$ cat config.mk
export PLATFORM = sky130hd
export DESIGN_NAME = mmio_io_ctrl
export DESIGN_NICKNAME = d
export VERILOG_FILES = /design/src/rtl/mmio_io_ctrl.sv
export SDC_FILE = /design/constraint.sdc
export NUM_CORES = 1
export LEC_CHECK = 0
export ABC_AREA = 1
export CORE_MARGIN = 5
export CORE_UTILIZATION = 40
export DETAILED_ROUTE_END_ITERATION = 6
export GPL_TIMING_DRIVEN = 0
export PLACE_DENSITY = 0.88
export REMOVE_ABC_BUFFERS = 1
export SYNTH_ARGS = -nofsm -noshare
export SYNTH_HDL_FRONTEND = slang
export SYNTH_SLANG_ARGS = --single-unit
$ cat constraint.sdc
create_clock -name clk -period 1.3 [get_ports clk]
set_input_delay 0.13 -clock clk [delete_from_list [all_inputs] [get_ports clk]]
set_output_delay 0.13 -clock clk [all_outputs]
set_load 0.1 [all_outputs]
$ cat src/rtl/mmio_io_ctrl.sv
// mmio_io_ctrl: memory-mapped LED/HEX/KEY/SW controller; MMIO_IO_IRQ_EN adds IRQ_MASK and irq
module mmio_io_ctrl #(
  parameter int NUM_LEDS        = 10,
  parameter int NUM_HEX         = 6,
  parameter int NUM_KEYS        = 4,
  parameter int NUM_SW          = 10,
  parameter int DEBOUNCE_CYCLES = 4
) (
  input  logic                  clk,
  input  logic                  reset,
  input  logic [31:0]           addr,
  input  logic [31:0]           writedata,
  input  logic                  memwrite,
  output logic [31:0]           readdata,
  output logic                  io_sel,
  input  logic [NUM_KEYS-1:0]   key_n,
  input  logic [NUM_SW-1:0]     sw,
  output logic [NUM_LEDS-1:0]   ledr,
  output logic [NUM_HEX*4-1:0]  hex_digits,
  output logic [NUM_HEX*7-1:0]  hex_seg_n
`ifdef MMIO_IO_IRQ_EN
  ,
  output logic                  irq
`endif
);
  localparam int CW = $clog2(DEBOUNCE_CYCLES + 1);
  logic                         wr;
  logic [NUM_KEYS-1:0]          key_m, key_y, key_s, s_nxt, done, key_edge, edge_clr, edge_nxt;
  logic [NUM_SW-1:0]            sw_m, sw_y;
  logic [NUM_KEYS-1:0][CW-1:0]  cnt, cnt_nxt;
  logic [31:0]                  rd_hi;
  logic                         unused_bits;
  assign io_sel      = addr[8];
  assign wr          = memwrite & addr[8];
  assign unused_bits = ^{addr[31:9], addr[7], addr[1:0], writedata};
  always_comb begin
    for (int k = 0; k < NUM_KEYS; k++) begin
      done[k]    = (~key_y[k] != key_s[k]) && (cnt[k] == CW'(DEBOUNCE_CYCLES - 1));
      cnt_nxt[k] = ((~key_y[k] != key_s[k]) && !done[k]) ? cnt[k] + 1'b1 : '0;
    end
    s_nxt    = key_s ^ done;
    edge_clr = (wr & addr[6]) ? writedata[NUM_KEYS-1:0] : '0;
    edge_nxt = (key_edge & ~edge_clr) | (s_nxt & ~key_s);
  end
  // key sync flops reset to the released level so reset never looks like a press
  always_ff @(posedge clk or negedge reset) begin
    if (!reset) begin
      key_m      <= '1;
      key_y      <= '1;
      sw_m       <= '0;
      sw_y       <= '0;
      key_s      <= '0;
      cnt        <= '0;
      key_edge   <= '0;
      ledr       <= '0;
      hex_digits <= '0;
    end else begin
      key_m    <= key_n;
      key_y    <= key_m;
      sw_m     <= sw;
      sw_y     <= sw_m;
      key_s    <= s_nxt;
      cnt      <= cnt_nxt;
      key_edge <= edge_nxt;
      if (wr & addr[2]) ledr <= writedata[NUM_LEDS-1:0];
      if (wr & addr[3]) hex_digits <= writedata[NUM_HEX*4-1:0];
    end
  end
`ifdef MMIO_IO_IRQ_EN
  logic [NUM_KEYS-1:0] irq_mask;
  always_ff @(posedge clk or negedge reset) begin
    if (!reset) begin
      irq_mask <= '0;
      irq      <= 1'b0;
    end else begin
      if (wr & addr[7]) irq_mask <= writedata[NUM_KEYS-1:0];
      irq <= |(key_edge & irq_mask);
    end
  end
  assign rd_hi = addr[7] ? 32'(irq_mask) : '0;
`else
  assign rd_hi = '0;
`endif
  assign readdata = addr[2] ? 32'(ledr) :
                    addr[3] ? 32'(hex_digits) :
                    addr[4] ? 32'(key_s) :
                    addr[5] ? 32'(sw_y) :
                    addr[6] ? 32'(key_edge) : rd_hi;
  function automatic logic [6:0] seg7(input logic [3:0] d);
    case (d)
      4'h0: seg7 = 7'b1000000;
      4'h1: seg7 = 7'b1111001;
      4'h2: seg7 = 7'b0100100;
      4'h3: seg7 = 7'b0110000;
      4'h4: seg7 = 7'b0011001;
      4'h5: seg7 = 7'b0010010;
      4'h6: seg7 = 7'b0000010;
      4'h7: seg7 = 7'b1111000;
      4'h8: seg7 = 7'b0000000;
      4'h9: seg7 = 7'b0010000;
      4'hA: seg7 = 7'b0001000;
      4'hB: seg7 = 7'b0000011;
      4'hC: seg7 = 7'b1000110;
      4'hD: seg7 = 7'b0100001;
      4'hE: seg7 = 7'b0000110;
      default: seg7 = 7'b0001110;
    endcase
  endfunction
  for (genvar i = 0; i < NUM_HEX; i++) begin : g_seg
    assign hex_seg_n[7*i +: 7] = seg7(hex_digits[4*i +: 4]);
  end
endmodule

==> impl_metrics.py <==
metrics = {
    "final_layout": {
        "layout-drive-gt1-share_pct": 60.8,
        "layout-area-overhead-vs-synth_pct": 106,
        "finalNetCount": 1001,
        "fillers": 547,
        "post-route-util_pct": 83.8,
    },
    "clock_network": {
        "insertion_delay_ps": 340,
        "cts_root_buf": "clkbuf_16",
        "htree_levels": 3,
        "cts.sinks": 82,
        "cts_inserted_buffers": 9,
        "path_clk_slew_ps": 70,
        "cts_tree": "built",
        "clk_path_buf_depth": 2,
    },
    "logic_synthesis": {
        "synthTopCellsByArea": "dfrtp_1, ha_1, nand2_1",
        "synth_edf_count": 0,
        "synth_top_cell_by_area": "dfrtp_1",
        "synthTopCellsByCount": "nand2_1, dfrtp_1, inv_1",
        "ys_types": 24,
        "ys.flop_type": "dfrtp_1",
        "synthDominantCellAreaShare_pct": 37.9,
        "netlist_area_mm2": 0.00489,
        "yosys_warnings": 0,
        "synth_seq_area_share_pct": 42.2,
        "async_flop_share_pct": 100,
        "ys_ff_latch": 82,
        "syn_inst": 608,
        "syn_area_per_cell_um2": 8.04,
        "yosysMostFrequentCell": "nand2_1",
    },
    "sta": {
        "finClkSkew_ps": 9.75,
        "min_period_ps": 1880,
        "max_freq_ghz": 0.533,
        "maxSlewHeadroom_pct": 56.9,
        "fin_ws_ps": -576,
        "timing.final.crit_share_pct": 144,
        "hold-worst-slack_ps": 191,
        "maxSlewViolCount": 0,
        "setup_viol": 69,
        "tightest_slew_ps": 646,
        "rsz0062_at_grt": "true",
        "final_hold_viol_count": 0,
    },
    "global_route": {
        "grt-ovfl-total": 0,
        "antenna_found_initial": 1,
        "use_met1_pct": 26.4,
        "grt_pass1_wl_um": 27900,
        "first_global_vias": 5453,
        "grt.busiest_layer": "met2",
        "grt_max_degree": 66,
        "use_met2_pct": 43.6,
        "grt_usage_pct": 24.3,
        "use_met3_pct": 4.77,
    },
    "worst_setup_path": {
        "worstPathBufferInverterCount": 3,
        "worstPathCellList": "inv_4 > ha_4 > inv_2 > o21ai_2 > nand2_1 > nand3_2 > buf_12",
        "r2r-start": "cnt[10]",
        "crit_family": "flip-flops",
        "setup.worst_path.class": "flip-flop to output pin",
        "worstSetupStartpointType": "flip-flop",
        "end_kind": "output pin",
        "reg2reg_depth": 5,
        "crit_arrival_ps": 1750,
        "cpMaxStageDelayCell": "dfrtp_2",
        "startpoint": "hex_digits[9]",
        "path_max_fanout": 5,
        "critPathMaxStageDelay_ps": 490,
        "worstPathRequired_ps": 1170,
        "cp_num_cells": 7,
    },
    "floorplanning": {
        "die_area_mm2": 0.0145,
        "placementRows": 40,
        "die_h_um": 121,
        "top_level_ports": 190,
        "coreArea_mm2": 0.0120,
        "die_x_um": 121,
        "initial_core_util_pct": 40.7,
    },
    "pwr": {
        "leakage_uw": 0.00458,
        "peakVddDrop_v": 0.00121,
        "total_power_uw": 18800,
        "p_per_area_mw_per_mm2": 1870,
    },
    "route": {
        "drtPass1Iterations": 5,
        "drt.antenna.violating_nets": 0,
        "drt_iter0_markers": 414,
        "wl_per_cell_um": 21.8,
        "vias": 5622,
        "drc_errors": 0,
        "drt-total-wl_um": 22200,
        "viasPerCell": 5.52,
    },
    "run_status": {
        "status": "complete, but fails checks",
        "violations": "setup timing",
    },
    "placed_design": {
        "hpwl_um": 9080,
        "port_buffers": 147,
        "dp_slack_ps": -1870,
        "gp_congestion": 0.895,
    },
    "worst_hold_path": {
        "min_path_cells": 1,
        "hp-class": "input port to flip-flop",
        "worstHoldStart": "key_n[2]",
    },
    "flow_run": {
        "cap_violations": 0,
    },
}
## layout by cell type, fill, tap and decap left out, types with 8 or more instances in the layout
cell type / netlist / final
buf_6: 3 / 64
nor2_4: 0 / 16
buf_12: 0 / 76
clkinv_4: 0 / 8
nand2_1: 168 / 96
o21ai_2: 6 / 36
nand2_2: 0 / 51
conb_1: 1 / 8
nand3_1: 32 / 16
ha_4: 0 / 42
dfrtp_1: 74 / 50
nand3_2: 1 / 14
dfrtp_2: 0 / 23
nand2_4: 0 / 21
ha_2: 0 / 8
a21oi_2: 14 / 16
clkdlybuf4s50_1: 0 / 39
dfstp_2: 8 / 8
buf_4: 10 / 70
clkbuf_16: 0 / 9
o21ai_0: 65 / 21
inv_1: 72 / 43
inv_2: 1 / 9
clkbuf_4: 0 / 10
nor2_1: 53 / 37
## timing repair
item | in CTS | in global routing
setup buffers | 69 | 54
pin swaps | 56 | 71
cloned | 3 | 0
gates resized for setup | 1089 | 274
hold endpoints to repair | 17 | 0
hold buffers | 1 | 0
setup endpoints to repair | 142 | 101
## state kept, by name (all words and copies together) (netlist names)
register and count:
hex_digits 24, ledr 10, cnt 12, sw_m 10, sw_y 10, key_y 4
key_m 4, key_edge 4, key_s 4
## layout make-up
cell class	instances	area, um^2	share of cell area, %
Antenna cell	1	2.50	0.0249
Clock buffer	10	239	2.38
Clock inverter	6	78.8	0.783
Inverter	73	367	3.64
Multi-Input combinational cell	431	3750	37.3
Sequential cell	82	2090	20.8
Tap cell	147	184	1.83
Timing Repair Buffer	269	3340	33.2
## final timing paths
check	slack [ps]	end
hold / removal	190	key_m[2]
hold reg to reg	350	sw_y[5]
min in group asynchronous	230	ledr[2]
max in group asynchronous	430	key_y[3]
setup reg to reg	-10	key_s[3]
setup / recovery	-580	hex_seg_n[14]
## layer usage
metal / vias up / routed length, um
li1: 2443 / -
met1: 2775 / 7670
met2: 298 / 12000
met3: 106 / 1160
met4: 0 / 1360
met5: - / 0
## through the flow
stage	setup TNS (ps)	cell area, um^2	cells
global placement	-352220	6380	877
finish	-22810	10100	1019
global route	-25910	10100	1019
floorplan	-111130	4720	583
detailed placement	-137460	6400	878
CTS	-19510	8650	967
## cells by family (layout without fill, tap and decap cells)
| logic type | after synthesis | after routing | share of synthesized area (%) |
|---|---|---|---|
| simple gates | 265 | 268 | 21.8 |
| buf+inv | 105 | 358 | 9.62 |
| compound gates | 97 | 97 | 11.8 |
| flops | 82 | 82 | 42.2 |
| fa+ha+maj | 54 | 54 | 13.8 |
| xor+xnor | 4 | 4 | 0.716 |
| other cells | 1 | 9 | 0.0767 |
## power breakdown
| group | total, uW | switching, uW | internal (uW) |
|---|---|---|---|
| Clock | 2730 | 1140 | 1590 |
| Sequential | 3610 | 560 | 3050 |
| Combinational | 12400 | 7970 | 4460 |
Power figures use the tool's default switching activity.
